==> config.mk <==
export PLATFORM = sky130hd
export DESIGN_NAME = pipe_ctrl
export DESIGN_NICKNAME = d
export VERILOG_FILES = /design/src/rtl/pipe_ctrl_pkg.sv /design/src/rtl/stall_watchdog.sv /design/src/rtl/pipe_ctrl.sv
export SDC_FILE = /design/constraint.sdc
export NUM_CORES = 1
export LEC_CHECK = 0
export ABC_AREA = 1
export ABC_CLOCK_PERIOD_IN_PS = 2050
export CORE_MARGIN = 2
export CORE_UTILIZATION = 46
export CTS_CLUSTER_DIAMETER = 120
export DETAILED_ROUTE_END_ITERATION = 7
export GPL_TIMING_DRIVEN = 0
export PLACE_DENSITY = 0.79
export SYNTH_ARGS = -nofsm -noshare
export SYNTH_HDL_FRONTEND = slang
export SYNTH_SLANG_ARGS = --single-unit
==> constraint.sdc <==
create_clock -name clk -period 2.05 [get_ports clk]
set_input_delay 0.41 -clock clk [delete_from_list [all_inputs] [get_ports clk]]
set_output_delay 0.41 -clock clk [all_outputs]
set_load 0.02 [all_outputs]
==> src/rtl/pipe_ctrl_pkg.sv <==
// Shared pipeline-control defines: PC width, stage bit indices, stall/bubble patterns, FSM encodings.
// PIPE_PC_W may be overridden on the command line; it defaults to 32.
`ifndef PIPE_PC_W
`define PIPE_PC_W 32
`endif

package pipe_ctrl_pkg;

    localparam int unsigned PC_W  = `PIPE_PC_W;
    localparam int unsigned STG_W = 6;
    localparam int unsigned CNT_W = 16;
    localparam int unsigned ST_W  = 2;

    localparam int unsigned STG_PC    = 5;
    localparam int unsigned STG_IFID  = 4;
    localparam int unsigned STG_IDEX  = 3;
    localparam int unsigned STG_EXMEM = 2;
    localparam int unsigned STG_MEMWB = 1;
    localparam int unsigned STG_WB    = 0;

    typedef logic [STG_W-1:0] stg_vec_t;

    // Each requester freezes its own stage and everything upstream; the next stage down takes the NOP.
    localparam stg_vec_t STALL_ID  = (stg_vec_t'(1) << STG_PC) | (stg_vec_t'(1) << STG_IFID)
                                   | (stg_vec_t'(1) << STG_IDEX);
    localparam stg_vec_t STALL_EX  = STALL_ID | (stg_vec_t'(1) << STG_EXMEM);
    localparam stg_vec_t STALL_MEM = STALL_EX | (stg_vec_t'(1) << STG_MEMWB);
    localparam stg_vec_t BUB_ID    = stg_vec_t'(1) << STG_EXMEM;
    localparam stg_vec_t BUB_EX    = stg_vec_t'(1) << STG_MEMWB;
    localparam stg_vec_t BUB_MEM   = stg_vec_t'(1) << STG_WB;

    localparam logic [ST_W-1:0] ST_RUN   = 2'b00;
    localparam logic [ST_W-1:0] ST_STALL = 2'b01;
    localparam logic [ST_W-1:0] ST_FLUSH = 2'b10;

endpackage

==> src/rtl/stall_watchdog.sv <==
// Stall watchdog: saturating count of consecutive stalled cycles and a sticky timeout flag.
import pipe_ctrl_pkg::*;

module stall_watchdog #(
    parameter int unsigned TIMEOUT = 255
) (
    input  logic clk,
    input  logic rst_n,
    input  logic stall_active_i,
    output logic timeout_o
);

    localparam logic [CNT_W-1:0] CNT_MAX = {CNT_W{1'b1}};
    localparam logic [CNT_W-1:0] TMO     = CNT_W'(TIMEOUT);

    logic [CNT_W-1:0] r_cnt;
    logic [CNT_W-1:0] w_cnt_nxt;
    logic             r_timeout;

    // Clear on any free cycle, hold at all-ones instead of wrapping.
    always_comb begin
        w_cnt_nxt = '0;
        if (stall_active_i) begin
            w_cnt_nxt = (r_cnt == CNT_MAX) ? r_cnt : r_cnt + CNT_W'(1);
        end
    end

    always_ff @(posedge clk or negedge rst_n) begin
        if (!rst_n) begin
            r_cnt     <= '0;
            r_timeout <= 1'b0;
        end else begin
            r_cnt <= w_cnt_nxt;
            if (stall_active_i && (w_cnt_nxt >= TMO)) begin
                r_timeout <= 1'b1;
            end
        end
    end

    assign timeout_o = r_timeout;

endmodule

==> src/rtl/pipe_ctrl.sv <==
// Pipeline hazard controller: stall/bubble resolution, one-cycle redirect flush, stall watchdog.
// Optional feature: define PIPE_STALL_CNT_EN to add the 32-bit total-stall-cycle counter stallCnt_o.
import pipe_ctrl_pkg::*;

module pipe_ctrl #(
    parameter int unsigned TIMEOUT = 255
) (
    input  logic            clk,
    input  logic            rst_n,
    input  logic            id_stallReq_i,
    input  logic            ex_stallReq_i,
    input  logic            mem_stallReq_i,
    input  logic            flush_i,
    input  logic [PC_W-1:0] flushPc_i,
    output logic [STG_W-1:0] stall_o,
    output logic [STG_W-1:0] bubble_o,
    output logic            flush_o,
    output logic [PC_W-1:0] newPc_o,
`ifdef PIPE_STALL_CNT_EN
    output logic [31:0]     stallCnt_o,
`endif
    output logic            timeout_o
);

    logic [ST_W-1:0] r_state;
    logic [ST_W-1:0] w_state_nxt;
    logic            r_flush_o;
    logic [PC_W-1:0] r_new_pc;
    stg_vec_t        w_stall;
    stg_vec_t        w_bubble;
    logic            w_in_flush;
    logic            w_req_any;
    logic            w_stall_active;
    logic            w_timeout;

    assign w_in_flush     = (r_state == ST_FLUSH);
    assign w_req_any      = id_stallReq_i | ex_stallReq_i | mem_stallReq_i;
    assign w_stall_active = |w_stall;

    // Same-cycle stall resolution (mem > ex > id) and next state; the FLUSH cycle ignores all requests.
    always_comb begin
        w_stall     = '0;
        w_bubble    = '0;
        w_state_nxt = r_state;
        if (rst_n && !w_in_flush) begin
            if (mem_stallReq_i) begin
                w_stall  = STALL_MEM;
                w_bubble = BUB_MEM;
            end else if (ex_stallReq_i) begin
                w_stall  = STALL_EX;
                w_bubble = BUB_EX;
            end else if (id_stallReq_i) begin
                w_stall  = STALL_ID;
                w_bubble = BUB_ID;
            end
        end
        case (r_state)
            ST_FLUSH: w_state_nxt = ST_RUN;
            default: begin
                if (flush_i) begin
                    w_state_nxt = ST_FLUSH;
                end else if (w_req_any) begin
                    w_state_nxt = ST_STALL;
                end else begin
                    w_state_nxt = ST_RUN;
                end
            end
        endcase
    end

    always_ff @(posedge clk or negedge rst_n) begin
        if (!rst_n) begin
            r_state   <= ST_RUN;
            r_flush_o <= 1'b0;
            r_new_pc  <= '0;
        end else begin
            r_state   <= w_state_nxt;
            r_flush_o <= (w_state_nxt == ST_FLUSH);
            if (flush_i && !w_in_flush) begin
                r_new_pc <= flushPc_i;
            end
        end
    end

    stall_watchdog #(
        .TIMEOUT(TIMEOUT)
    ) u_stall_watchdog (
        .clk           (clk),
        .rst_n         (rst_n),
        .stall_active_i(w_stall_active),
        .timeout_o     (w_timeout)
    );

`ifdef PIPE_STALL_CNT_EN
    logic [31:0] r_stall_cnt;

    // Lifetime stall-cycle total; wraps freely.
    always_ff @(posedge clk or negedge rst_n) begin
        if (!rst_n) begin
            r_stall_cnt <= '0;
        end else if (w_stall_active) begin
            r_stall_cnt <= r_stall_cnt + 32'd1;
        end
    end

    assign stallCnt_o = r_stall_cnt;
`endif

    assign stall_o   = w_stall;
    assign bubble_o  = w_bubble;
    assign flush_o   = r_flush_o;
    assign newPc_o   = r_new_pc;
    assign timeout_o = w_timeout;

endmodule

* After elaboration in Yosys (flattened, before gate mapping)
Cells that the tools add are included.
Word-level totals: register bits after elaboration 52, bits of input ports 38, output and inout port bits 46, word-level logic and storage cells 30
Cells by class: add/subtract/negate cells 1, magnitude comparators 1, equality and inequality tests 3, mux-type cells 13, bitwise gates (word level) 2, reductions and logical operators 5
Operators with widths (number):
- 16-bit two-way mux | 2
- 6-bit two-way mux | 4
- 16-bit by 1-bit adder with 16-bit output, second input constant | 1
- 16-bit == test, second input constant | 1
- 16-bit by 8-bit >= comparator with 1-bit output, second input constant | 1
- 3-bit two-way mux | 4
- 6-bit OR reduction | 1
- 2-bit == test, second input constant | 2
- 2-bit two-way mux | 2
- 1-bit logical AND | 3
- 1-bit bitwise OR | 2
- 1-bit zero test | 1
- 1-bit two-way mux | 1

* Depth between registers and ports, before layout
depth in word-level cells 8, mapped depth 12, depth with buffers taken out 12

* Cells and area by module
Synthesis repeated with hierarchy kept, for this count alone.
Second synthesis, totals: cell total of the unflattened synthesis 349, area total of the unflattened synthesis 2666.3 um^2
Modules (own cells, without submodules):
- pipe_ctrl | instances 1, cells each 169, area each 1503.9 um^2, sequential area each 875.8 um^2
- stall_watchdog | instances 1, cells each 180, area each 1162.4 um^2, sequential area each 425.4 um^2

* Worst setup path after synthesis
Ideal clock, no wire load.
kind register to output, start point register, netlist name flush_o, end point output port bubble_o[2], data arrival time 1.319 ns, data required time 1.640 ns, slack 0.321 ns, stages on the path, launching flop included 4, path buffers 0, cells stage by stage dfrtp_1 nand2_1 nand2_1 nor4_1
RTL lines:
- end, declared | RTL line pipe_ctrl.sv:16 | output logic [STG_W-1:0] bubble_o,

* Final worst setup path
start point input port id_stallReq_i, end point output port stall_o[3]
On the way: cells in the longest elaborated chain, start to end 4
Ends and longest elaborated chain:
- start, declared | RTL line pipe_ctrl.sv:10 | input logic id_stallReq_i,
- 6-bit two-way mux | RTL line pipe_ctrl.sv:52 | end else if (id_stallReq_i) begin
- 6-bit two-way mux | RTL line pipe_ctrl.sv:49 | end else if (ex_stallReq_i) begin
- 6-bit two-way mux | RTL line pipe_ctrl.sv:46 | if (mem_stallReq_i) begin
- 6-bit two-way mux | RTL line pipe_ctrl.sv:45 | if (rst_n && !w_in_flush) begin
- end, declared | RTL line pipe_ctrl.sv:15 | output logic [STG_W-1:0] stall_o,
No other way between the ends.

==> flow_summary.toml <==
[timing]
clock_skew_ns = 0.0127
period_share = 0.974
slew_viol_final = 0
clock.fmax_ghz = 0.501
hold_violations = 0
layout_min_cycle_time_ns = 2.00
setup_viol = 0
hold_slack_ns = 0.0200
setup_slack_ns = 0.0533
worst_slew_pin_slew_ns = 0.803
slew_headroom = 0.463
fin_setup_tns_ns = 0

[placed_design]
dp_cells = 484
io_buffers = 79
dpl-instance-area_mm2 = 0.00345
dp_hpwl_um = 4480
place_ws_ns = -0.805
place_congestion = 0.825

[global_routing]
overflow = 0
grt_pass1_vias = 2387
grt_pass1_wl_um = 10400
antenna_found_initial = 0
grt_use_total = 0.214
grt_max_degree = 19

[die]
rows = 27
dieWidth_um = 78.3
start_util = 0.470
core_mm2 = 0.00541
die_height_um = 78.3
dieArea_mm2 = 0.00613
ios = 84

[setup_path]
endpoint_kind = "output port"
crit_required_ns = 1.64
cp_max_fo = 11
cp-start-kind = "input port"
worstPathArrival_ns = 1.59
cp_slowest_cell = "clkdlybuf4s50_1"
crit_type = "in -> out"
path_delay_family = "buffers and inverters"
crit_chain = "clkdlybuf4s50_1, inv_1, nand2_2, nand3_4, inv_4, buf_8, clkdlybuf4s15_2"
worst-path-buf-inv = 5
cp_slowest_stage_delay_ns = 0.45

[min_path]
hold_class = "in -> async"

[synthesis]
synth-compound-area-share = 0.0261
synth_cell_types = 27
syn_inst = 329
synthXorXnorAreaFrac = 0.0103
muxShareOfSynthArea = 0
synth-edff-count = 0
async_flop_share = 1.00
synth_fa_ha_area_frac = 0.00493
synth_top_family_by_area = "simple AND/OR/NAND/NOR gates"
synth.cell_area_mm2 = 0.00254
synth-seq-cells = 51
yosysSeqAreaShare = 0.502
syn-mean-instance-area_um2 = 7.72
synth_warnings = 0
synthSimpleGateAreaFrac = 0.358
synth_ff_type = "dfrtp_1"

[finish]
fillers = 471
layoutNonFillerInstCount = 497
post-route-util = 0.672
final_area_mm2 = 0.00363
nNetsFinal = 463
antenna_cells = 0
syn2layout_area_growth_pct = 43.1
drive_gt1_frac = 0.115

[detailed_routing]
num_vias = 2343
via_per_inst = 4.71
drc_errors = 0
ant_nets = 0
first_iter_violations = 156
avgRoutedWirePerCell_um = 12.6
wirelength_um = 6240
drtPass1Iterations = 6

[pwr]
ir_worst_vdd_uv = 498
power.leakage_nw = 1.91
switching_share = 0.285
seqPwrFrac = 0.459
p_int_mw = 1.81
power_frac_clock = 0.288
power.switching_mw = 0.718
total_power_mw = 2.52
powerDensity_mw_per_mm2 = 695
combinationalPowerShare = 0.252

[clocking]
htree_levels = 2
clk_pin_slew_worst_paths_ns = 0.09
tritoncts = "yes"
cts_buffers = 5
clock_latency_ns = 0.31
cts_sinks = 51
ctsLongestPathBuffers = 2
ctsRootBufferMaster = "clkbuf_8"

[job]
maxCapViolations = 0

[outcome]
status = "complete, no violations"
==> power groups by stage <==
stage	sequential, mW	clock, mW	combinational [mW]
after global placement	1.17	0	0.612
after global routing	1.17	0.775	0.693
after floorplan	1.29	0	0.167
after detailed placement	1.17	0	0.624
final	1.16	0.728	0.637
after CTS	1.16	0.745	0.637
==> cell families (layout without fill, tap and decap cells) <==
logic type / after synthesis / after routing
AO/OA/AOI/OAI: 12 / 12
other: 1 / 4
buffers and inverters: 54 / 147
adder cells (fa/ha/maj): 1 / 1
AND/OR/NAND/NOR: 207 / 207
XOR/XNOR: 3 / 3
flip-flops: 51 / 51
==> layout make-up <==
type,count,area (µm²),share of cell area
well taps,72,90.1,0.0248
plain buffers,15,101,0.0279
clock inverters,2,35.0,0.00964
clock buffers,6,82.6,0.0227
inverters,39,150,0.0413
repair buffers,85,857,0.236
flip-flops and latches,51,1280,0.351
multi-input cells,227,1040,0.287
==> metal layers <==
metal	up-vias	wire length (µm)	GRT usage
li1	1177	-	-
met5	-	0	0
met2	82	3000	0.365
met3	9	590	0.0874
met1	1075	2540	0.247
met4	0	111	0.0684
==> Yosys cell counts, types with 3 or more instances <==
| cell type | count | area share |
|---|---|---|
| clkbuf_1 | 5 | 0.0074 |
| nand4_1 | 6 | 0.015 |
| buf_4 | 7 | 0.021 |
| nor2_4 | 5 | 0.022 |
| nand2_2 | 5 | 0.012 |
| nand2_1 | 142 | 0.21 |
| nor2_1 | 21 | 0.031 |
| dfrtp_1 | 51 | 0.50 |
| o21ai_0 | 3 | 0.0059 |
| nand3_1 | 20 | 0.039 |
| nand2_4 | 3 | 0.013 |
| a21oi_1 | 6 | 0.012 |
| inv_1 | 36 | 0.053 |
| xor2_1 | 3 | 0.010 |
==> path summary, 6_finish.rpt <==
check	cells after the start	slack (ns)	endpoint	startpoint
max	7	0.05	stall_o[3]	id_stallReq_i
min	2	0.02	newPc_o[20]	rst_n
max reg2reg	12	0.08	u_stall_watchdog.timeout_o	u_stall_watchdog.r_cnt[0]
min reg2reg	2	0.48	newPc_o[12]	newPc_o[12]
max in group asynchronous	2	0.80	u_stall_watchdog.r_cnt[13]	rst_n
min in group clk	2	0.48	newPc_o[12]	newPc_o[12]
==> registers in the layout, indices dropped and copies added (netlist names) <==
signal,flops
r_state,1
newPc_o,32
u_stall_watchdog.timeout_o,1
u_stall_watchdog.r_cnt,16
flush_o,1
==> cell usage in the layout, fill, tap and decap left out, types with 2 or more instances in the layout <==
cell type        count
nand2_4              3
buf_4               12
nand3_1             20
clkbuf_1             5
nand4_1              6
clkbuf_2             2
nor2_4               5
inv_1               35
clkbuf_8             6
clkinv_2             2
xor2_1               3
conb_1               4
a21oi_1              6
nand2_1            141
nand2_2              6
dlygate4sd2_1        5
nor2_1              20
clkdlybuf4s50_1     68
dfrtp_1             51
buf_6                2
inv_2                2
o21ai_0              3
==> timing repair <==
| item | 4_1_cts | 5_1_grt |
|---|---|---|
| endpoints found under the hold margin | 17 | 0 |
| pin swaps | 1 | 0 |
| cloned | 1 | 0 |
| resized for setup | 24 | 8 |
| buffers inserted | 2 | 1 |
| hold buffers | 1 | 0 |
| setup endpoints to repair | 8 | 5 |
Power figures use the tool's default switching activity.
